## src/rtl/note_tone_gen_if.sv

```systemverilog
// -----------------------------------------------------------------------------
// note_tone_gen_if
//   Bundles the note input and tone/status outputs of note_tone_gen.
//   master : melody side (drives note_in/enable, observes status)
//   slave  : note_tone_gen side
// Signals:
//   note_in     [4:0]  note index (0..24 = C4..C6, 25..31 = rest)
//   enable             1 = play, 0 = mute
//   spk                speaker drive
//   active_note [4:0]  note currently being played
//   note_change        one-cycle pulse when active_note updates
//   amp         [7:0]  current envelope amplitude
// -----------------------------------------------------------------------------
interface note_tone_gen_if;
   logic [4:0] note_in;
   logic       enable;
   logic       spk;
   logic [4:0] active_note;
   logic       note_change;
   logic [7:0] amp;

   modport master (
      output note_in, enable,
      input  spk, active_note, note_change, amp
   );

   modport slave (
      input  note_in, enable,
      output spk, active_note, note_change, amp
   );
endinterface

```

## src/rtl/note_tone_gen.sv

```systemverilog
// -----------------------------------------------------------------------------
// note_tone_gen
//   Turns the 5-bit note index from the melody FSMs into a square wave on the
//   speaker pin. Note changes restart the tone divider and raise a one-cycle
//   note_change pulse for the display logic.
//
//   Optional feature macro: ENVELOPE_EN
//     defined   : plucked decay envelope, applied to spk through 8-bit PWM
//     undefined : amp tied to 8'hFF, spk is the registered square wave
//
// Parameters:
//   OCT_SHIFT  right shift of the half-period table (0..2, 1 = octave up)
//   DECAY_DIV  clocks per envelope decrement (ENVELOPE_EN only)
//   MIN_AMP    envelope floor, 0..255 (ENVELOPE_EN only)
// Ports:
//   clk    50 MHz system clock
//   rst_n  asynchronous active-low reset
//   bus    note_tone_gen_if.slave (note_in, enable, spk, active_note,
//          note_change, amp)
// -----------------------------------------------------------------------------
module note_tone_gen #(
   parameter int unsigned OCT_SHIFT = 0,
   parameter int unsigned DECAY_DIV = 250000,
   parameter int unsigned MIN_AMP   = 32
) (
   input logic            clk,
   input logic            rst_n,
   note_tone_gen_if.slave bus
);

   localparam logic [4:0] REST_NOTE = 5'd25;

   // Reject configurations the hardware cannot represent.
   if (OCT_SHIFT > 2 || MIN_AMP > 255 || DECAY_DIV < 1 || DECAY_DIV > 262144)
   begin : g_bad_cfg
      $error("note_tone_gen: illegal OCT_SHIFT/DECAY_DIV/MIN_AMP");
   end

   // Half period in clocks, round(25e6 / f(n)), for C4..C6.
   // NOTE: this is a constant ROM decoded from the index; it holds no state,
   // so there is nothing to reset.
   function automatic logic [16:0] hp_base(input logic [4:0] n);
      case (n)
         5'd0:  hp_base = 17'd95556;
         5'd1:  hp_base = 17'd90193;
         5'd2:  hp_base = 17'd85131;
         5'd3:  hp_base = 17'd80353;
         5'd4:  hp_base = 17'd75843;
         5'd5:  hp_base = 17'd71586;
         5'd6:  hp_base = 17'd67569;
         5'd7:  hp_base = 17'd63776;
         5'd8:  hp_base = 17'd60197;
         5'd9:  hp_base = 17'd56818;
         5'd10: hp_base = 17'd53629;
         5'd11: hp_base = 17'd50619;
         5'd12: hp_base = 17'd47778;
         5'd13: hp_base = 17'd45097;
         5'd14: hp_base = 17'd42566;
         5'd15: hp_base = 17'd40177;
         5'd16: hp_base = 17'd37922;
         5'd17: hp_base = 17'd35793;
         5'd18: hp_base = 17'd33784;
         5'd19: hp_base = 17'd31888;
         5'd20: hp_base = 17'd30098;
         5'd21: hp_base = 17'd28409;
         5'd22: hp_base = 17'd26815;
         5'd23: hp_base = 17'd25310;
         5'd24: hp_base = 17'd23889;
         default: hp_base = 17'd0;
      endcase
   endfunction

   logic [4:0]  note_q;
   logic [4:0]  active_note;
   logic        note_change;
   logic [16:0] cnt;
   logic        sq;
   logic        spk;
   logic        change;
   logic        is_tone;
   logic        playing;
   logic [16:0] hp;

   assign change  = (note_q != active_note);
   assign is_tone = (active_note < REST_NOTE);
   assign playing = is_tone & bus.enable;
   assign hp      = hp_base(active_note) >> OCT_SHIFT;

   // Input register and change detection: note_in reaches active_note two
   // clocks later, and every distinct value seen in note_q gets its own pulse.
   // NOTE: sequential state uses non-blocking assignments so every register
   // samples the pre-edge values, independent of statement order.
   always_ff @(posedge clk or negedge rst_n) begin
      if (!rst_n) begin
         note_q      <= REST_NOTE;
         active_note <= REST_NOTE;
         note_change <= 1'b0;
      end else begin
         note_q <= bus.note_in;
         if (change) begin
            active_note <= note_q;
            note_change <= 1'b1;
         end else begin
            note_change <= 1'b0;
         end
      end
   end

   // Tone divider. A note change restarts the count but keeps the square
   // wave level, so the first toggle of the new note lands HP(new) clocks
   // after active_note updates. Rest or mute parks the wave low.
   always_ff @(posedge clk or negedge rst_n) begin
      if (!rst_n) begin
         cnt <= '0;
         sq  <= 1'b0;
      end else if (change) begin
         cnt <= '0;
      end else if (!playing) begin
         cnt <= '0;
         sq  <= 1'b0;
      end else if (cnt == hp - 17'd1) begin
         cnt <= '0;
         sq  <= ~sq;
      end else begin
         cnt <= cnt + 17'd1;
      end
   end

`ifdef ENVELOPE_EN
   localparam logic [17:0] DECAY_LAST = 18'(DECAY_DIV - 1);
   localparam logic [7:0]  AMP_FLOOR  = 8'(MIN_AMP);

   logic [7:0]  pwm_cnt;
   logic [17:0] dcnt;
   logic [7:0]  amp;

   // Envelope: full scale on each new tone, then one step down every
   // DECAY_DIV clocks until the floor is reached. Rests silence it.
   always_ff @(posedge clk or negedge rst_n) begin
      if (!rst_n) begin
         pwm_cnt <= '0;
         dcnt    <= '0;
         amp     <= '0;
      end else begin
         pwm_cnt <= pwm_cnt + 8'd1;
         if (change && (note_q < REST_NOTE)) begin
            amp  <= 8'hFF;
            dcnt <= '0;
         end else if (!is_tone) begin
            amp  <= '0;
            dcnt <= '0;
         end else if (dcnt == DECAY_LAST) begin
            dcnt <= '0;
            if (amp > AMP_FLOOR) amp <= amp - 8'd1;
         end else begin
            dcnt <= dcnt + 18'd1;
         end
      end
   end

   // PWM gate: spk is high for amp out of every 256 clocks while sq is high.
   always_ff @(posedge clk or negedge rst_n) begin
      if (!rst_n) spk <= 1'b0;
      else        spk <= sq & (pwm_cnt < amp);
   end

   assign bus.amp = amp;
`else
   always_ff @(posedge clk or negedge rst_n) begin
      if (!rst_n) spk <= 1'b0;
      else        spk <= sq;
   end

   assign bus.amp = 8'hFF;
`endif

   assign bus.spk         = spk;
   assign bus.active_note = active_note;
   assign bus.note_change = note_change;

endmodule

```

## src/flat_wrapper.sv

```systemverilog
// flat-port wrapper written by rule: the top's interface ports become plain ports
module note_tone_gen_flat 
#(
   parameter int unsigned OCT_SHIFT = 0,
   parameter int unsigned DECAY_DIV = 250000,
   parameter int unsigned MIN_AMP   = 32
)
  (clk, rst_n, bus_note_in, bus_enable, bus_spk, bus_active_note, bus_note_change, bus_amp);
  note_tone_gen_if bus_i ();
  input logic clk;
  input logic rst_n;
  input wire logic [$bits(bus_i.note_in)-1:0] bus_note_in;
  input wire logic [$bits(bus_i.enable)-1:0] bus_enable;
  output wire logic [$bits(bus_i.spk)-1:0] bus_spk;
  output wire logic [$bits(bus_i.active_note)-1:0] bus_active_note;
  output wire logic [$bits(bus_i.note_change)-1:0] bus_note_change;
  output wire logic [$bits(bus_i.amp)-1:0] bus_amp;
  assign bus_i.note_in = bus_note_in;
  assign bus_i.enable = bus_enable;
  assign bus_spk = bus_i.spk;
  assign bus_active_note = bus_i.active_note;
  assign bus_note_change = bus_i.note_change;
  assign bus_amp = bus_i.amp;
  note_tone_gen #(.OCT_SHIFT(OCT_SHIFT), .DECAY_DIV(DECAY_DIV), .MIN_AMP(MIN_AMP)) u_core (.clk(clk), .rst_n(rst_n), .bus(bus_i));
endmodule
```

## config.mk

```make
export PLATFORM = sky130hd
export DESIGN_NAME = note_tone_gen_flat
export DESIGN_NICKNAME = d
export VERILOG_FILES = /design/src/rtl/note_tone_gen_if.sv /design/src/rtl/note_tone_gen.sv /design/src/flat_wrapper.sv
export SDC_FILE = /design/constraint.sdc
export NUM_CORES = 1
export LEC_CHECK = 0
export BUFFER_PORTS_ARGS = -buffer_cell sky130_fd_sc_hd__buf_2
export CAP_MARGIN = 0
export CORE_MARGIN = 2
export CORE_UTILIZATION = 50
export CTS_BUF_LIST = sky130_fd_sc_hd__clkbuf_8 sky130_fd_sc_hd__clkbuf_16
export DETAILED_ROUTE_END_ITERATION = 12
export GPL_TIMING_DRIVEN = 0
export PLACE_DENSITY = 0.69
export SLEW_MARGIN = 20
export SYNTH_ARGS = -nofsm -noshare
export SYNTH_HDL_FRONTEND = slang
export SYNTH_SLANG_ARGS = --single-unit
```

## constraint.sdc

```tcl
create_clock -name clk -period 5.5 [get_ports clk]
set_input_delay 0.825 -clock clk [delete_from_list [all_inputs] [get_ports clk]]
set_output_delay 0.825 -clock clk [all_outputs]
set_load 0.02 [all_outputs]
```

==> impl_metrics.py <==
metrics = {
    "synth": {
        "ys_warn_count": 0,
        "muxShareOfSynthArea_pct": 4.560,
        "synth-main-ff-cell": "dfrtp_1",
        "netlist_instances": 316,
        "synth-async-reset-ratio_pct": 100.0,
        "ys_ff_latch": 30,
        "synth-compound-area-share_pct": 16.76,
        "synthXorXnorAreaFrac_pct": 13.77,
        "synth_adder_area_share_pct": 6.705,
        "synth_simple_gate_area_share_pct": 22.31,
        "ys_types": 65,
        "synth_top_family_by_area": "simple AND/OR/NAND/NOR gates",
        "ys_seq_area_share_pct": 27.09,
        "syn-cell-area_sq_um": 2799,
        "avgSynthCellArea_sq_um": 8.857,
        "synth_edf_count": 0,
    },
    "clocking": {
        "h-tree-depth": 2,
        "cts-root-buf": "clkbuf_8",
        "cts_tree": "yes",
        "cts_buffer_depth": 2,
        "cts-buffers-inserted": 5,
        "cts_setup_buffers": 0,
        "clkTransAtPathRegs_ns": 0.07,
        "cts_num_sinks": 30,
        "postCtsHoldBufs": 0,
        "worstSkewPairLatency_ns": 0.28,
        "ctsResizeCount": 0,
    },
    "finish": {
        "syn_to_final_growth_pct": 10.06,
        "final_nets": 367,
        "nFillCells": 520,
        "drive_gt1_share_pct": 20.87,
        "n_antenna_cell": 0,
    },
    "sta": {
        "slew_headroom_pct": 57.24,
        "clock.fmax_mhz": 236.0,
        "hold_violations": 0,
        "final-max-slew-violation-count": 0,
        "rsz0062_at_grt": "no",
        "post-route-period-util_pct": 77.05,
        "finalSetupTns_ns": 0,
        "tightest_slew_ns": 0.6413,
        "setup_slack_ns": 1.262,
        "fin_hold_ws_ns": 0.4269,
        "finClkSkew_ns": 0.004718,
        "setup_viol": 0,
        "post-route-min-period_ns": 4.238,
    },
    "pwr": {
        "peakVddDrop_mv": 0.1431,
        "power_density_nw_per_um2": 191.9,
        "p_leak_nw": 1.353,
        "power_mw": 0.5911,
    },
    "floorplan": {
        "die_area_sq_um": 6213,
        "fp.dieH_um": 78.82,
        "num_rows": 27,
        "core_area_sq_um": 5473,
        "die_w_um": 78.82,
        "start_util_pct": 51.14,
        "io_pins": 23,
    },
    "placed_design": {
        "place_ws_ns": 1.311,
        "gp_congestion": 0.9197,
        "hpwl_mm": 4.992,
        "io_buffers": 14,
    },
    "critical_path": {
        "timing.rr.start": "u_core.bus.active_note[0]",
        "r2r_slack_ns": 1.26,
        "critPathLaunchType": "flip-flop",
        "path_class": "reg2reg",
        "cp-end-kind": "flip-flop",
        "critPathArrivalTime_ns": 4.40,
        "r2r_cells": 15,
        "reg2reg_to": "u_core.cnt[10]",
        "required_ns": 5.67,
        "cp_max_fo": 10,
    },
    "global_route": {
        "grt_pass1_wl_mm": 11.10,
        "grt_pass1_vias": 2212,
        "grtUsageTotal_pct": 22.63,
        "grt_max_degree": 31,
        "antenna_found_initial": 0,
        "overflow": 0,
    },
    "route": {
        "drt_pass1_iterations": 4,
        "viasPerCell": 5.432,
        "wl_per_cell_um": 15.53,
        "drc": 0,
        "via_count": 2265,
        "detail-route-antenna-nets": 0,
        "finalWirelength_mm": 6.475,
        "dr.first_iter.drc_count": 171,
    },
    "run_status": {
        "status": "completed",
    },
    "min_path": {
        "min_path_cells": 0,
        "hp-class": "reg2reg",
        "hp-start": "u_core.sq",
        "hold_path_end": "u_core.bus.spk",
    },
    "flow_run": {
        "maxCapViolCount": 0,
    },
}
-- cell usage after synthesis (2+ instances only) --
cell	count	share of area, %
buf_6	5	2.0
mux2i_1	6	2.1
o221ai_1	3	0.94
o211ai_1	6	1.6
dfstp_2	6	5.6
nand3_1	12	2.1
o21ai_1	6	1.1
mux2_1	3	1.2
or2_2	2	0.45
nand2b_1	7	1.6
nand4_1	4	0.89
a21o_1	2	0.54
a21oi_1	12	2.1
nand3b_1	2	0.54
ha_1	15	6.7
a211oi_1	4	1.1
buf_2	8	1.4
nand2_1	20	2.7
xnor2_1	17	5.3
a221oi_2	2	1.1
buf_4	11	3.0
nor2b_1	6	1.3
or3_1	3	0.67
a22oi_1	2	0.54
nor2_1	32	4.3
o21ai_0	5	0.89
dfrtp_1	24	21
mux2_2	3	1.2
and3_1	8	1.8
inv_1	10	1.3
nor3_1	4	0.72
or2_1	2	0.45
nand3b_4	2	1.4
xor2_1	27	8.4
clkbuf_1	5	0.67
-- flip-flops by register name, summed over array words and instances, names as in the netlist --
name,count
u_core.bus.active_note,5
u_core.bus.note_change,1
u_core.bus.spk,1
u_core.cnt,17
u_core.note_q,5
u_core.sq,1
-- layer usage --
metal	global-route usage [%]	part of all wire [%]
met1	31.27	46
met3	2.727	5.1
met4	5.690	1.1
met2	37.86	47
met5	0	0
-- critical path, stage by stage, from the launching register on --
cell and delay (ns):
dfstp_2 0.59, buf_2 0.26, inv_1 0.19, ha_1 0.36, nand2b_4 0.14, inv_1 0.07, ha_1 0.23, a21o_1 0.19
a221oi_4 0.39, nand2_1 0.14, or3_1 0.37, a211oi_1 0.39, o21ai_1 0.22, o21ai_4 0.29, buf_4 0.22, nor2_1 0.06
-- worst max-delay path by stage --
| stage | from | endpoint | slack [ns] | depth (start not counted) |
|---|---|---|---|---|
| finish | u_core.bus.active_note[0] | u_core.cnt[10] | 1.26 | 15 |
| global route | u_core.bus.active_note[0] | u_core.cnt[11] | 1.0 | 16 |
| CTS | u_core.bus.active_note[0] | u_core.cnt[12] | 1.26 | 15 |
| detailed placement | u_core.bus.active_note[0] | u_core.cnt[10] | 1.31 | 15 |
| global placement | u_core.bus.active_note[0] | u_core.cnt[14] | 1.39 | 16 |
| floorplan | u_core.bus.active_note[0] | u_core.cnt[10] | 1.83 | 16 |
-- cells in the final DEF (no fill, tap or decap), types with 7 or more instances in the layout --
cell      Yosys  layout
xor2_1       27      27
nand3_1      12      12
nand2_1      20      20
nor2_1       32      32
a21oi_1      12      12
and3_1        8       8
conb_1        1       8
dfrtp_1      24      24
inv_1        10      10
nand2b_1      7       7
buf_2         8      22
buf_4        11      11
ha_1         15      15
xnor2_1      17      17
-- per-stage QoR --
| step | utilization [%] | cell area, sq um | std cells |
|---|---|---|---|
| after floorplan | - | 2825 | 323 |
| after global placement | 54.55 | 2985 | 409 |
| after detailed placement | 54.55 | 2985 | 409 |
| after CTS | 56.29 | 3080 | 417 |
| after global routing | 56.29 | 3080 | 417 |
| final | 56.29 | 3080 | 417 |
-- power by group --
group / switching (mW) / internal, mW
clock network: 0.0838 / 0.100
logic: 0.105 / 0.0716
registers: 0.00359 / 0.227
-- cell families after synthesis --
kind of cell,count (synthesis)
AO/OA/AOI/OAI,60
XOR/XNOR,44
adder cells (fa/ha/maj),15
buffers and inverters,41
flip-flops,30
multiplexers,12
other,1
AND/OR/NAND/NOR,113
-- layout make-up --
cell class	instances	area, sq um	share of cell area, %
Buffer	30	201.4	6.539
Clock buffer	6	82.58	2.681
Clock inverter	2	12.51	0.4062
Inverter	11	41.29	1.340
Multi-Input combinational cell	252	1824	59.22
Sequential cell	30	758.2	24.61
Tap cell	72	90.09	2.924
Timing Repair Buffer	14	70.07	2.275
Note: power is estimated with default switching activity, not from simulation.
